### src/rtl/equiv_stim_gen_if.sv
// Bundle of run-control, DUT-pair observation and stimulus signals for equiv_stim_gen.
// master = run controller / DUT-pair side, slave = the generator itself.
interface equiv_stim_gen_if;
  logic               start;
  logic [31:0]        seed;
  logic [15:0]        num_vectors;
  logic [90:0]        y_1;
  logic [90:0]        y_2;
  logic [21:0]        wire0;
  logic [5:0]         wire1;
  logic signed [14:0] wire2;
  logic [20:0]        wire3;
  logic [11:0]        wire4;
  logic               busy;
  logic               done;
  logic [15:0]        vec_count;
  logic [15:0]        mismatch_count;
  logic [15:0]        first_mismatch_idx;

  modport master (
    output start, seed, num_vectors, y_1, y_2,
    input  wire0, wire1, wire2, wire3, wire4,
    input  busy, done, vec_count, mismatch_count, first_mismatch_idx
  );

  modport slave (
    input  start, seed, num_vectors, y_1, y_2,
    output wire0, wire1, wire2, wire3, wire4,
    output busy, done, vec_count, mismatch_count, first_mismatch_idx
  );
endinterface

### src/rtl/equiv_stim_gen.sv
// LFSR-driven stimulus generator for a pair of DUT copies; counts y_1/y_2 mismatches per vector.
// Optional macro MISMATCH_STOP_EN: end the run at the first counted mismatch.
module equiv_stim_gen #(
  parameter logic [31:0] LFSR_POLY = 32'h80200003,
  parameter int unsigned WARMUP    = 2
) (
  input logic              clk,
  input logic              rst,
  equiv_stim_gen_if.slave  bus
);

  typedef enum logic [2:0] {
    StIdle,
    StGen0,
    StGen1,
    StGen2,
    StApply,
    StDone
  } state_e;

  state_e             r_state;
  logic [31:0]        r_lfsr;
  logic [31:0]        r_w0;
  logic [31:0]        r_w1;
  logic [15:0]        r_num_vec;
  logic [21:0]        r_wire0;
  logic [5:0]         r_wire1;
  logic signed [14:0] r_wire2;
  logic [20:0]        r_wire3;
  logic [11:0]        r_wire4;
  logic               r_busy;
  logic               r_done;
  logic [15:0]        r_vec_count;
  logic [15:0]        r_mismatch_count;
  logic [15:0]        r_first_idx;

  logic [31:0] w_lfsr_next;
  logic [15:0] w_vec_inc;
  logic        w_mismatch;
  logic        w_stop;
  logic [75:0] w_vec;

  assign w_lfsr_next = (r_lfsr >> 1) ^ (r_lfsr[0] ? LFSR_POLY : 32'h0);
  assign w_vec_inc   = r_vec_count + 16'd1;
  assign w_mismatch  = ({16'd0, r_vec_count} >= WARMUP) && (bus.y_1 != bus.y_2);
  // Third word is consumed straight from the stepping LFSR; only its low 12 bits are needed.
  assign w_vec       = {w_lfsr_next[11:0], r_w1, r_w0};

`ifdef MISMATCH_STOP_EN
  assign w_stop = w_mismatch;
`else
  assign w_stop = 1'b0;
`endif

  always_ff @(posedge clk or posedge rst) begin
    if (rst) begin
      r_state          <= StIdle;
      r_lfsr           <= 32'h0;
      r_w0             <= 32'h0;
      r_w1             <= 32'h0;
      r_num_vec        <= 16'h0;
      r_wire0          <= '0;
      r_wire1          <= '0;
      r_wire2          <= '0;
      r_wire3          <= '0;
      r_wire4          <= '0;
      r_busy           <= 1'b0;
      r_done           <= 1'b0;
      r_vec_count      <= 16'h0;
      r_mismatch_count <= 16'h0;
      r_first_idx      <= 16'hFFFF;
    end else begin
      unique case (r_state)
        StIdle: begin
          r_done <= 1'b0;
          if (bus.start) begin
            if (bus.num_vectors == 16'h0) begin
              r_state <= StDone;
              r_done  <= 1'b1;
            end else begin
              r_state          <= StGen0;
              r_lfsr           <= (bus.seed == 32'h0) ? 32'h1 : bus.seed;
              r_num_vec        <= bus.num_vectors;
              r_vec_count      <= 16'h0;
              r_mismatch_count <= 16'h0;
              r_first_idx      <= 16'hFFFF;
              r_busy           <= 1'b1;
            end
          end
        end
        StGen0: begin
          r_lfsr  <= w_lfsr_next;
          r_w0    <= w_lfsr_next;
          r_state <= StGen1;
        end
        StGen1: begin
          r_lfsr  <= w_lfsr_next;
          r_w1    <= w_lfsr_next;
          r_state <= StGen2;
        end
        StGen2: begin
          r_lfsr  <= w_lfsr_next;
          r_wire0 <= w_vec[21:0];
          r_wire1 <= w_vec[27:22];
          r_wire2 <= w_vec[42:28];
          r_wire3 <= w_vec[63:43];
          r_wire4 <= w_vec[75:64];
          r_state <= StApply;
        end
        StApply: begin
          if (w_mismatch) begin
            if (r_mismatch_count != 16'hFFFF) begin
              r_mismatch_count <= r_mismatch_count + 16'd1;
            end
            if (r_first_idx == 16'hFFFF) begin
              r_first_idx <= r_vec_count;
            end
          end
          r_vec_count <= w_vec_inc;
          if ((w_vec_inc == r_num_vec) || w_stop) begin
            r_state <= StDone;
            r_busy  <= 1'b0;
            r_done  <= 1'b1;
          end else begin
            r_state <= StGen0;
          end
        end
        StDone: begin
          r_done  <= 1'b0;
          r_busy  <= 1'b0;
          r_state <= StIdle;
        end
        default: begin
          r_state <= StIdle;
        end
      endcase
    end
  end

  assign bus.wire0              = r_wire0;
  assign bus.wire1              = r_wire1;
  assign bus.wire2              = r_wire2;
  assign bus.wire3              = r_wire3;
  assign bus.wire4              = r_wire4;
  assign bus.busy               = r_busy;
  assign bus.done               = r_done;
  assign bus.vec_count          = r_vec_count;
  assign bus.mismatch_count     = r_mismatch_count;
  assign bus.first_mismatch_idx = r_first_idx;

endmodule

### src/flat_wrapper.sv
// flat-port wrapper written by rule: the top's interface ports become plain ports
module equiv_stim_gen_flat 
#(
  parameter logic [31:0] LFSR_POLY = 32'h80200003,
  parameter int unsigned WARMUP    = 2
)
  (clk, rst, bus_start, bus_seed, bus_num_vectors, bus_y_1, bus_y_2, bus_wire0, bus_wire1, bus_wire2, bus_wire3, bus_wire4, bus_busy, bus_done, bus_vec_count, bus_mismatch_count, bus_first_mismatch_idx);
  equiv_stim_gen_if bus_i ();
  input logic clk;
  input logic rst;
  input wire logic [$bits(bus_i.start)-1:0] bus_start;
  input wire logic [$bits(bus_i.seed)-1:0] bus_seed;
  input wire logic [$bits(bus_i.num_vectors)-1:0] bus_num_vectors;
  input wire logic [$bits(bus_i.y_1)-1:0] bus_y_1;
  input wire logic [$bits(bus_i.y_2)-1:0] bus_y_2;
  output wire logic [$bits(bus_i.wire0)-1:0] bus_wire0;
  output wire logic [$bits(bus_i.wire1)-1:0] bus_wire1;
  output wire logic [$bits(bus_i.wire2)-1:0] bus_wire2;
  output wire logic [$bits(bus_i.wire3)-1:0] bus_wire3;
  output wire logic [$bits(bus_i.wire4)-1:0] bus_wire4;
  output wire logic [$bits(bus_i.busy)-1:0] bus_busy;
  output wire logic [$bits(bus_i.done)-1:0] bus_done;
  output wire logic [$bits(bus_i.vec_count)-1:0] bus_vec_count;
  output wire logic [$bits(bus_i.mismatch_count)-1:0] bus_mismatch_count;
  output wire logic [$bits(bus_i.first_mismatch_idx)-1:0] bus_first_mismatch_idx;
  assign bus_i.start = bus_start;
  assign bus_i.seed = bus_seed;
  assign bus_i.num_vectors = bus_num_vectors;
  assign bus_i.y_1 = bus_y_1;
  assign bus_i.y_2 = bus_y_2;
  assign bus_wire0 = bus_i.wire0;
  assign bus_wire1 = bus_i.wire1;
  assign bus_wire2 = bus_i.wire2;
  assign bus_wire3 = bus_i.wire3;
  assign bus_wire4 = bus_i.wire4;
  assign bus_busy = bus_i.busy;
  assign bus_done = bus_i.done;
  assign bus_vec_count = bus_i.vec_count;
  assign bus_mismatch_count = bus_i.mismatch_count;
  assign bus_first_mismatch_idx = bus_i.first_mismatch_idx;
  equiv_stim_gen #(.LFSR_POLY(LFSR_POLY), .WARMUP(WARMUP)) u_core (.clk(clk), .rst(rst), .bus(bus_i));
endmodule
### config.mk
export PLATFORM = sky130hd
export DESIGN_NAME = equiv_stim_gen_flat
export DESIGN_NICKNAME = d
export VERILOG_FILES = /design/src/rtl/equiv_stim_gen_if.sv /design/src/rtl/equiv_stim_gen.sv /design/src/flat_wrapper.sv
export SDC_FILE = /design/constraint.sdc
export NUM_CORES = 1
export LEC_CHECK = 0
export BUFFER_PORTS_ARGS = -buffer_cell sky130_fd_sc_hd__buf_2
export CORE_AREA = 4 4 149 151
export CTS_CLUSTER_DIAMETER = 100
export CTS_CLUSTER_SIZE = 14
export DETAILED_ROUTE_END_ITERATION = 8
export DIE_AREA = 0 0 153 155
export GPL_ROUTABILITY_DRIVEN = 0
export MAX_ROUTING_LAYER = met4
export PLACE_DENSITY = 0.85
export SYNTH_ARGS = -nofsm -noshare
export SYNTH_HDL_FRONTEND = slang
export SYNTH_SLANG_ARGS = --single-unit
export TNS_END_PERCENT = 1
### constraint.sdc
create_clock -name clk -period 19.5 [get_ports clk]
set_input_delay 0.975 -clock clk [delete_from_list [all_inputs] [get_ports clk]]
set_output_delay 0.975 -clock clk [all_outputs]
set_load 0.01 [all_outputs]
-- Word-level counts from Yosys, hierarchy flattened
Cells that the tools add are included.
- register bits: 241
- output and inout bits: 126
- logic and storage cells: 78
- add/sub/neg operators: 2
- order comparisons: 1
- eq/ne operators: 15
- multiplexer cells: 28
- bitwise logic cells: 2
- reduce and logical (&&, ||, !) cells: 15
- operators with widths (cell ; count):
    16-bit 2-to-1 mux ; 8
    32-bit 2-to-1 mux ; 4
    16-bit one-hot mux with 2 select lines ; 3
    91-bit != test ; 1
    32-bit one-hot mux with 2 select lines ; 1
    16-bit by 1-bit adder with 16-bit output (second input constant) ; 2
    32-bit logical NOT ; 1
    31-bit by 32-bit XOR with 32-bit output ; 1
    16-bit == test ; 1
    16-bit == test (second input constant) ; 1
    16-bit by 2-bit greater-or-equal comparator with 1-bit output (second input constant) ; 1
    16-bit logical NOT ; 1
    16-bit != test (second input constant) ; 1
    3-bit one-hot mux with 5 select lines ; 1
    5-bit AND reduction ; 2
    3-bit 2-to-1 mux ; 3
    3-bit AND reduction ; 3
    2-bit by 1-bit != test with 1-bit output (second input constant) ; 4
    3-bit by 2-bit == test with 1-bit output (second input constant) ; 2
    3-bit == test (second input constant) ; 2
    1-bit 2-to-1 mux ; 6
    1-bit one-hot mux with 3 select lines ; 2
    2-bit != test (second input constant) ; 2
    4-bit AND reduction ; 1
    8 further kinds ; 9

-- Longest topological paths before layout
Gate-level depths: netlist of run 1.
- depth after elaboration: 5
- depth in mapped cells: 11
- mapped depth without buffers: 10

-- Worst setup path after synthesis of run 1
No wires, ideal clock.
- kind: input-to-reg
- from: input port bus_y_2[28]
- to: register u_core.r_mismatch_count[4], in the netlist u_core.bus.mismatch_count[4]
- setup time: 0.079 ns
- data arrival time: 2.563 ns
- data required time: 19.421 ns
- slack: 16.857 ns
- stages on the path: 9
- path buffers: 1
- cells stage by stage: xor2_1 -> nor4_1 -> nand3_1 -> nor4_2 -> nand2_2 -> a21oi_4 -> buf_6 -> nand3b_1 -> mux2i_1
- word-level cells in the longest chain between the ends: 4
- RTL lines (element ; line ; source):
    from (decl) ; flat_wrapper.sv:15 ; input wire logic [$bits(bus_i.y_2)-1:0] bus_y_2;
    91-bit != test ; equiv_stim_gen.sv:45 ; assign w_mismatch = ({16'd0, r_vec_count} >= WARMUP) && (bus.y_1 != bus.y_2);
    1-bit logical AND ; equiv_stim_gen.sv:45 ;
    2-bit by 1-bit != test with 1-bit output (no line) ; - ;
    5-bit AND reduction (no line) ; - ;
    to (signal assigned) ; equiv_stim_gen.sv:113 ; r_mismatch_count <= r_mismatch_count + 16'd1;
    to (decl) ; equiv_stim_gen.sv:34 ; logic [15:0] r_mismatch_count;
Every way passes these cells.
A chain may end at the register's enable or synchronous reset.

-- Worst setup path after layout of run 1
- from: input port bus_num_vectors[11]
- to: register u_core.r_first_idx[6], in the netlist u_core.bus.first_mismatch_idx[6]
- word-level cells in the longest chain between the ends: 3
- RTL lines (element ; line ; source):
    from (decl) ; flat_wrapper.sv:13 ; input wire logic [$bits(bus_i.num_vectors)-1:0] bus_num_vectors;
    16-bit logical NOT ; equiv_stim_gen.sv:77 ; if (bus.num_vectors == 16'h0) begin
    2-bit != test (no line) ; - ;
    5-bit AND reduction (no line) ; - ;
    to (signal assigned) ; equiv_stim_gen.sv:116 ; r_first_idx <= r_vec_count;
    to (decl) ; equiv_stim_gen.sv:35 ; logic [15:0] r_first_idx;
Every way passes these cells.

==> qor.csv, run 1 <==
metric,value,unit
post_cts_resize_count,0,
ys_warn_count,0,
p_leak,6.54,nW
synthesis.nets,1237,
gr-total-overflow,0,
synth-adder-area-share,0.00327,
peakVddDrop,0.0969,mV
rrSetupSlack,16.52,ns
drc,0,
dp_hpwl,27000,um
grt_max_degree,111,
ys_ff_latch,241,
clk_latency,0.51,ns
cts_tree,yes,
fmax,323,MHz
htreeDepth,1,
worst_pin_slew,1.18,ns
reg2reg_from,u_core.bus.vec_count[0]$_DFFE_PP0P_,
tns,0,ns
vias,9378,
synth_cell_types,64,
grt_pass1_vias,9443,
drive_above_1_share,0.427,
post_cts_buffers,0,
dr.pass1.iters,7,
finalHoldViolations,0,
path_cells,buf_2 > nor4_1 > and4_1 > nor2b_1 > o21ai_1 > a21oi_2 > o22a_1,
pin_count,359,
crit_arrival,3.52,ns
io_buffer_count,358,
grtUsageTotal,0.303,
skew,0.0112,ns
rsz0062_at_grt,false,
place_area,13400,um^2
async_flop_share,1.00,
fp.dieArea,23700,um^2
min_period_over_period,0.159,
period_needed,3.10,ns
synth-simple-area-share,0.123,
fin_nets,1570,
finalSetupViolCount,0,
r2r_cells,9,
grt_pass1_wl,55000,um
syn-mean-instance-area,11.5,um^2
clkSinkCount,241,
synth_top_family_by_area,multiplexers,
status,finished clean,
worstSetupPathType,in -> reg,
rows,53,
worstHoldStart,u_core.r_w0[18]$_DFFE_PP0P_,
root_buffer,clkbuf_16,
synth_edf_count,0,
crit_slowest_cell,o21ai_1,
p_per_area,154,nW/um^2
dr.first_iter.drc_count,752,
relSlewSlack,0.208,
hold_path_class,reg -> reg,
num-fill-cells,1536,
min_to,u_core.bus.wire0[18]$_DFFE_PP0P_,
vias_per_cell,5.79,
cts_buffers,21,
drv_cap,0,
cp_max_fo,17,
synthCells,1001,
r2r-end,u_core.bus.busy$_DFFE_PP0P_,
whs_path_depth,1,
hold_buffers,0,
cts_max_path_buffers,3,
final_max_slew_viol_count,0,
stdcell_area,14000,um^2
ys_seq_area_frac,0.528,
die_h,155,um
max_stage_delay,0.92,ns
synth_mux_area_frac,0.147,
crit_path_end_kind,flop,
ant_nets,0,
clkTransAtPathRegs,0.06,ns
die_width,153,um
synth_area,11500,um^2
synth_compound_area_frac,0.0834,
area_growth,22.5,%
wl,35900,um
wl_per_cell,22.2,um
synthXorXnorAreaFrac,0.0909,
synth_flop_cell,dfrtp_1,
start_util,0.551,
worstSetupStartpointType,input port,
grt_antenna_before_repair,10,
critPathRequiredTime,19.92,ns
core,20800,um^2
[placed cells by master (no fill, tap or decap), drive strengths merged, types with 19 or more instances in the layout]
master  Yosys  layout
buf        28     365
nor4       42      42
mux2i      19      19
dfrtp     225     225
o21ai      30      30
xor2      101     101
nor2       65      65
a21oi      59      59
mux2      133     133
nand2      89      89
clkbuf     27      27
nand4      20      20
[cells in the mapped netlist, types with 9 or more instances]
library cell / instances / area share
a22oi_1: 12 / 0.0079
mux2i_1: 19 / 0.017
dfstp_2: 16 / 0.037
nor2_1: 63 / 0.021
dfrtp_1: 225 / 0.49
mux2_2: 133 / 0.13
xnor2_1: 18 / 0.014
clkbuf_1: 26 / 0.0085
nand3_1: 14 / 0.0061
o21ai_0: 25 / 0.011
nor4_1: 40 / 0.022
a21oi_1: 52 / 0.023
nor3_1: 9 / 0.0039
o31ai_1: 9 / 0.0059
nand2_1: 88 / 0.029
buf_1: 9 / 0.0029
o22a_1: 16 / 0.012
nand4_1: 20 / 0.011
xor2_1: 101 / 0.077
buf_2: 14 / 0.0061
[how the worst max path moves through the flow]
| stage | start | endpoint | slack, ns |
|---|---|---|---|
| after floorplan | rst | u_core.bus.busy$_DFFE_PP0P_ | 11.94 |
| after global routing | bus_y_2[36] | u_core.bus.mismatch_count[4]$_DFFE_PP0P_ | 16.20 |
| after global placement | bus_y_2[36] | u_core.bus.mismatch_count[4]$_DFFE_PP0P_ | 15.97 |
| after detailed placement | bus_y_2[36] | u_core.bus.mismatch_count[4]$_DFFE_PP0P_ | 15.96 |
| after CTS | bus_num_vectors[11] | u_core.bus.first_mismatch_idx[6]$_DFFE_PP1P_ | 16.46 |
| final | bus_num_vectors[11] | u_core.bus.first_mismatch_idx[6]$_DFFE_PP1P_ | 16.40 |
[metrics by stage]
step	hold slack, ns	power (mW)	setup WS, ns	instances	utilization
2_1_floorplan	0.466	1.47	11.94	1001	-
3_3_place_gp	0.459	1.73	15.97	1586	0.645
3_5_place_dp	0.483	1.77	15.96	1586	0.645
4_1_cts	0.503	2.18	16.46	1616	0.674
5_1_grt	0.519	2.30	16.20	1620	0.674
6_report	0.495	2.16	16.40	1621	0.674
[kinds of logic (layout without fill, tap and decap cells)]
| logic type | Yosys count | after routing |
|---|---|---|
| xor+xnor | 119 | 119 |
| compound gates | 146 | 146 |
| other cells | 0 | 5 |
| fa+ha+maj | 3 | 3 |
| flops | 241 | 241 |
| buf+inv | 61 | 401 |
| mux | 152 | 152 |
| simple gates | 279 | 279 |
[worst max-delay path: cells and delay by family]
kind,cells,cell delay (ns)
buf+inv,1,0.11
simple gates,3,0.84
compound gates,3,1.58
[per-layer routing]
layer,vias to the layer above,track usage,routed length [um]
li1,4224,-,-
met2,431,0.477,16900
met3,51,0.0676,3010
met4,0,0.0602,720
met5,-,-,0
met1,4672,0.414,15300
[layout make-up]
class / instances / area [um^2] / area share
Multi-Input combinational cell: 699 / 5170 / 0.368
Antenna cell: 5 / 12.5 / 0.000891
Tap cell: 275 / 344 / 0.0245
Sequential cell: 241 / 6050 / 0.431
Clock buffer: 27 / 548 / 0.0390
Clock inverter: 3 / 47.5 / 0.00339
Timing Repair Buffer: 365 / 1840 / 0.131
Inverter: 6 / 30.0 / 0.00214
[flip-flops by register name, indices dropped and copies added, names as in the netlist]
register	count
u_core.bus.first_mismatch_idx	16
u_core.bus.wire0	22
u_core.r_num_vec	16
u_core.bus.wire3	21
u_core.r_w1	32
u_core.bus.done	1
u_core.r_w0	32
u_core.r_lfsr	32
u_core.r_state	3
u_core.bus.busy	1
u_core.bus.vec_count	16
u_core.bus.mismatch_count	16
u_core.bus.wire4	12
u_core.bus.wire2	15
u_core.bus.wire1	6
[where the power goes]
group	internal (mW)	switching [mW]	leakage (nW)
Clock	0.210	0.180	0.289
Combinational	0.416	0.442	3.41
Sequential	0.740	0.173	2.84
Power figures use the tool's default switching activity.
==> run 2: changes to the inputs <==
--- a/config.mk
+++ b/config.mk
@@ -6,14 +6,14 @@
 export NUM_CORES = 1
 export LEC_CHECK = 0
 export BUFFER_PORTS_ARGS = -buffer_cell sky130_fd_sc_hd__buf_2
-export CORE_AREA = 4 4 149 151
+export CORE_AREA = 4 4 162 164
 export CTS_CLUSTER_DIAMETER = 100
 export CTS_CLUSTER_SIZE = 14
 export DETAILED_ROUTE_END_ITERATION = 8
-export DIE_AREA = 0 0 153 155
+export DIE_AREA = 0 0 166 168
 export GPL_ROUTABILITY_DRIVEN = 0
 export MAX_ROUTING_LAYER = met4
-export PLACE_DENSITY = 0.85
+export PLACE_DENSITY = 0.76
 export SYNTH_ARGS = -nofsm -noshare
 export SYNTH_HDL_FRONTEND = slang
 export SYNTH_SLANG_ARGS = --single-unit
==> constraint.sdc (replaced) <==
create_clock -name clk -period 2.6 [get_ports clk]
set_input_delay 0.13 -clock clk [delete_from_list [all_inputs] [get_ports clk]]
set_output_delay 0.13 -clock clk [all_outputs]
set_load 0.01 [all_outputs]
==> run 2 against run 1 <==
Compared with the run above: register-to-register slack worse by 16 ns; worst setup slack worse by 16 ns; power rose to 7.6 times the previous value; clock-buffer cell count up 1; cell count up 8.6%; largest cell class unchanged; largest power group is now combinational logic; die area up 18%; first-iteration DRC count down 18%; non-clock buffer count up 86.
==> qor.csv, run 2 (synthesis results as in run 1) <==
metric,value,unit,change
p_leak,6.96,nW,+6.4%
gr-total-overflow,0,,unchanged
drc,0,,unchanged
io_buffer_count,358,,unchanged
fin_nets,1656,,+5.5%
peakVddDrop,0.768,mV,+690%
finalHoldViolations,0,,unchanged
wl_per_cell,20.8,um,-6.0%
relSlewSlack,0.429,,+0.221
crit_slowest_cell,nor4_1,,
grt_max_degree,46,,-59%
critPathRequiredTime,3.03,ns,-16.89 ns
power,16.5,mW,+660%
num-fill-cells,2014,,+31%
root_buffer,clkbuf_16,,
cts_max_path_buffers,3,,unchanged
pin_count,359,,unchanged
crit_path_end_kind,flop,,
die_h,168,um,+8.4%
cp_max_fo,7,,-10
grtUsageTotal,0.262,,-0.0412
fin_util,0.603,,-0.0719
clk_latency,0.50,ns,about the same
dr.first_iter.drc_count,618,,-18%
cts_tree,yes,,
rows,58,,+9.4%
final_cell_mix,"buf_2 (358), dfrtp_1 (224), mux2_2 (133)",,
grt_antenna_before_repair,3,,-7
stdcell_area,15000,um^2,+6.8%
drive_above_1_share,0.428,,+0.000878
clkTransAtPathRegs,0.07,ns,about the same
status,finished clean,,
fp.dieArea,27900,um^2,+18%
final_common_cell,buf_2,,
hold_path_class,in -> reg,,
core,24900,um^2,+20%
htreeDepth,1,,unchanged
dr.pass1.iters,5,,-2
die_width,166,um,+8.5%
ant_nets,0,,unchanged
cp_common_cell,nand4_1,,
worstSetupPathType,reg -> reg,,
grt_pass1_wl,56800,um,+3.2%
area_growth,30.8,%,
clkSinkCount,241,,unchanged
fmax,408,MHz,
drv_cap,0,,unchanged
final_max_slew_viol_count,0,,unchanged
period_needed,2.45,ns,
dp_hpwl,27100,um,+0.67%
vias_per_cell,5.47,,-5.5%
reg.largest.list,"u_core.r_lfsr x32, u_core.r_w0 x32, u_core.r_w1 x32",,
wl,36700,um,+2.1%
worst_pin_slew,0.854,ns,-0.325 ns
place_area,13900,um^2,+3.5%
cts_buffers,21,,unchanged
start_util,0.461,,-0.0900
p_per_area,1100,nW/um^2,+620%
worstSetupStartpointType,flop,,
max_stage_delay,0.49,ns,-0.43 ns
grt_pass1_vias,9999,,+5.9%
finalSetupViolCount,0,,unchanged
crit_arrival,2.87,ns,-0.65 ns
min_period_over_period,0.942,,
vias,9622,,+2.6%
path_cells,nor4_1 > nand4_1 > and3_1 > nand2_1 > nor2_1 > a211o_1 > nand4_1 > mux2i_1,,
skew,0.0155,ns,+0.00434 ns
run 2: cell count changes in the layout (fill, tap and decap cells not counted), sizes merged:
cell and change:
bufinv -1, clkbuf +1, buf +37, clkinvlp +1, dlygate4sd3 +49, diode -2
inv -1
run 2: worst paths after layout:
path / endpoint / start / slack, ns / depth (start not counted)
setup reg to reg: u_core.bus.mismatch_count[15]$_DFFE_PP0P_ / u_core.bus.vec_count[13]$_DFFE_PP0P_ / 0.15 / 8
setup / recovery: u_core.bus.mismatch_count[15]$_DFFE_PP0P_ / u_core.bus.vec_count[13]$_DFFE_PP0P_ / 0.15 / 8
hold reg to reg: u_core.bus.wire2[0]$_DFFE_PP0P_ / u_core.r_w0[28]$_DFFE_PP0P_ / 0.50 / 1
hold / removal: u_core.r_lfsr[21]$_DFFE_PP0P_ / bus_seed[21] / 0.08 / 4
min in group asynchronous: u_core.bus.wire2[0]$_DFFE_PP0P_ / rst / 0.33 / 3
max in group asynchronous: u_core.bus.first_mismatch_idx[4]$_DFFE_PP1P_ / rst / 1.53 / 4
run 2: stage by stage:
stage	worst slack, ns	std cells	setup TNS (ns)	hold WS [ns]
2_1_floorplan	-0.679	1001	-152.72	0.235
3_3_place_gp	0.138	1677	0	0.325
3_5_place_dp	0.0520	1677	0	0.331
4_1_cts	0.0413	1756	0	0.0545
5_1_grt	-0.0164	1760	-0.0164	0.106
6_report	0.152	1760	0	0.0806
run 2: final cells by class:
cell class,count,area [um^2],share of cell area
diodes,3,7.51,0.000501
multi-input cells,699,5180,0.345
clock buffers,28,552,0.0368
well taps,330,413,0.0275
flip-flops and latches,241,6050,0.403
repair buffers,451,2750,0.183
clock inverters,2,20.0,0.00133
inverters,6,26.3,0.00175
run 2: report_power, final:
part	total (mW)	internal (mW)	switching [mW]	leakage [nW]
Sequential	6.78	5.55	1.23	2.84
Clock	2.84	1.48	1.35	0.278
Combinational	6.91	3.41	3.49	3.84
run 2: repair_timing:
| action | CTS | global route |
|---|---|---|
| resized for setup | 0 | 4 |
| setup buffers | 0 | 1 |
| hold buffers | 49 | 0 |
| endpoints found under the hold margin | 69 | 0 |
| endpoints found under the setup margin | 0 | 15 |
run 2: worst max-delay path: cells and delay by family (launching register included):
family,cells,cell delay [ns]
AND/OR/NAND/NOR,6,1.35
flip-flops,1,0.46
AO/OA/AOI/OAI,1,0.35
multiplexers,1,0.20
run 2: metal layers:
| layer | routed length (um) | vias up | track usage |
|---|---|---|---|
| met2 | 17400 | 424 | 0.424 |
| li1 | - | 4407 | - |
| met3 | 3210 | 80 | 0.0740 |
| met4 | 1310 | 0 | 0.0854 |
| met1 | 14800 | 4711 | 0.322 |
| met5 | 0 | - | - |
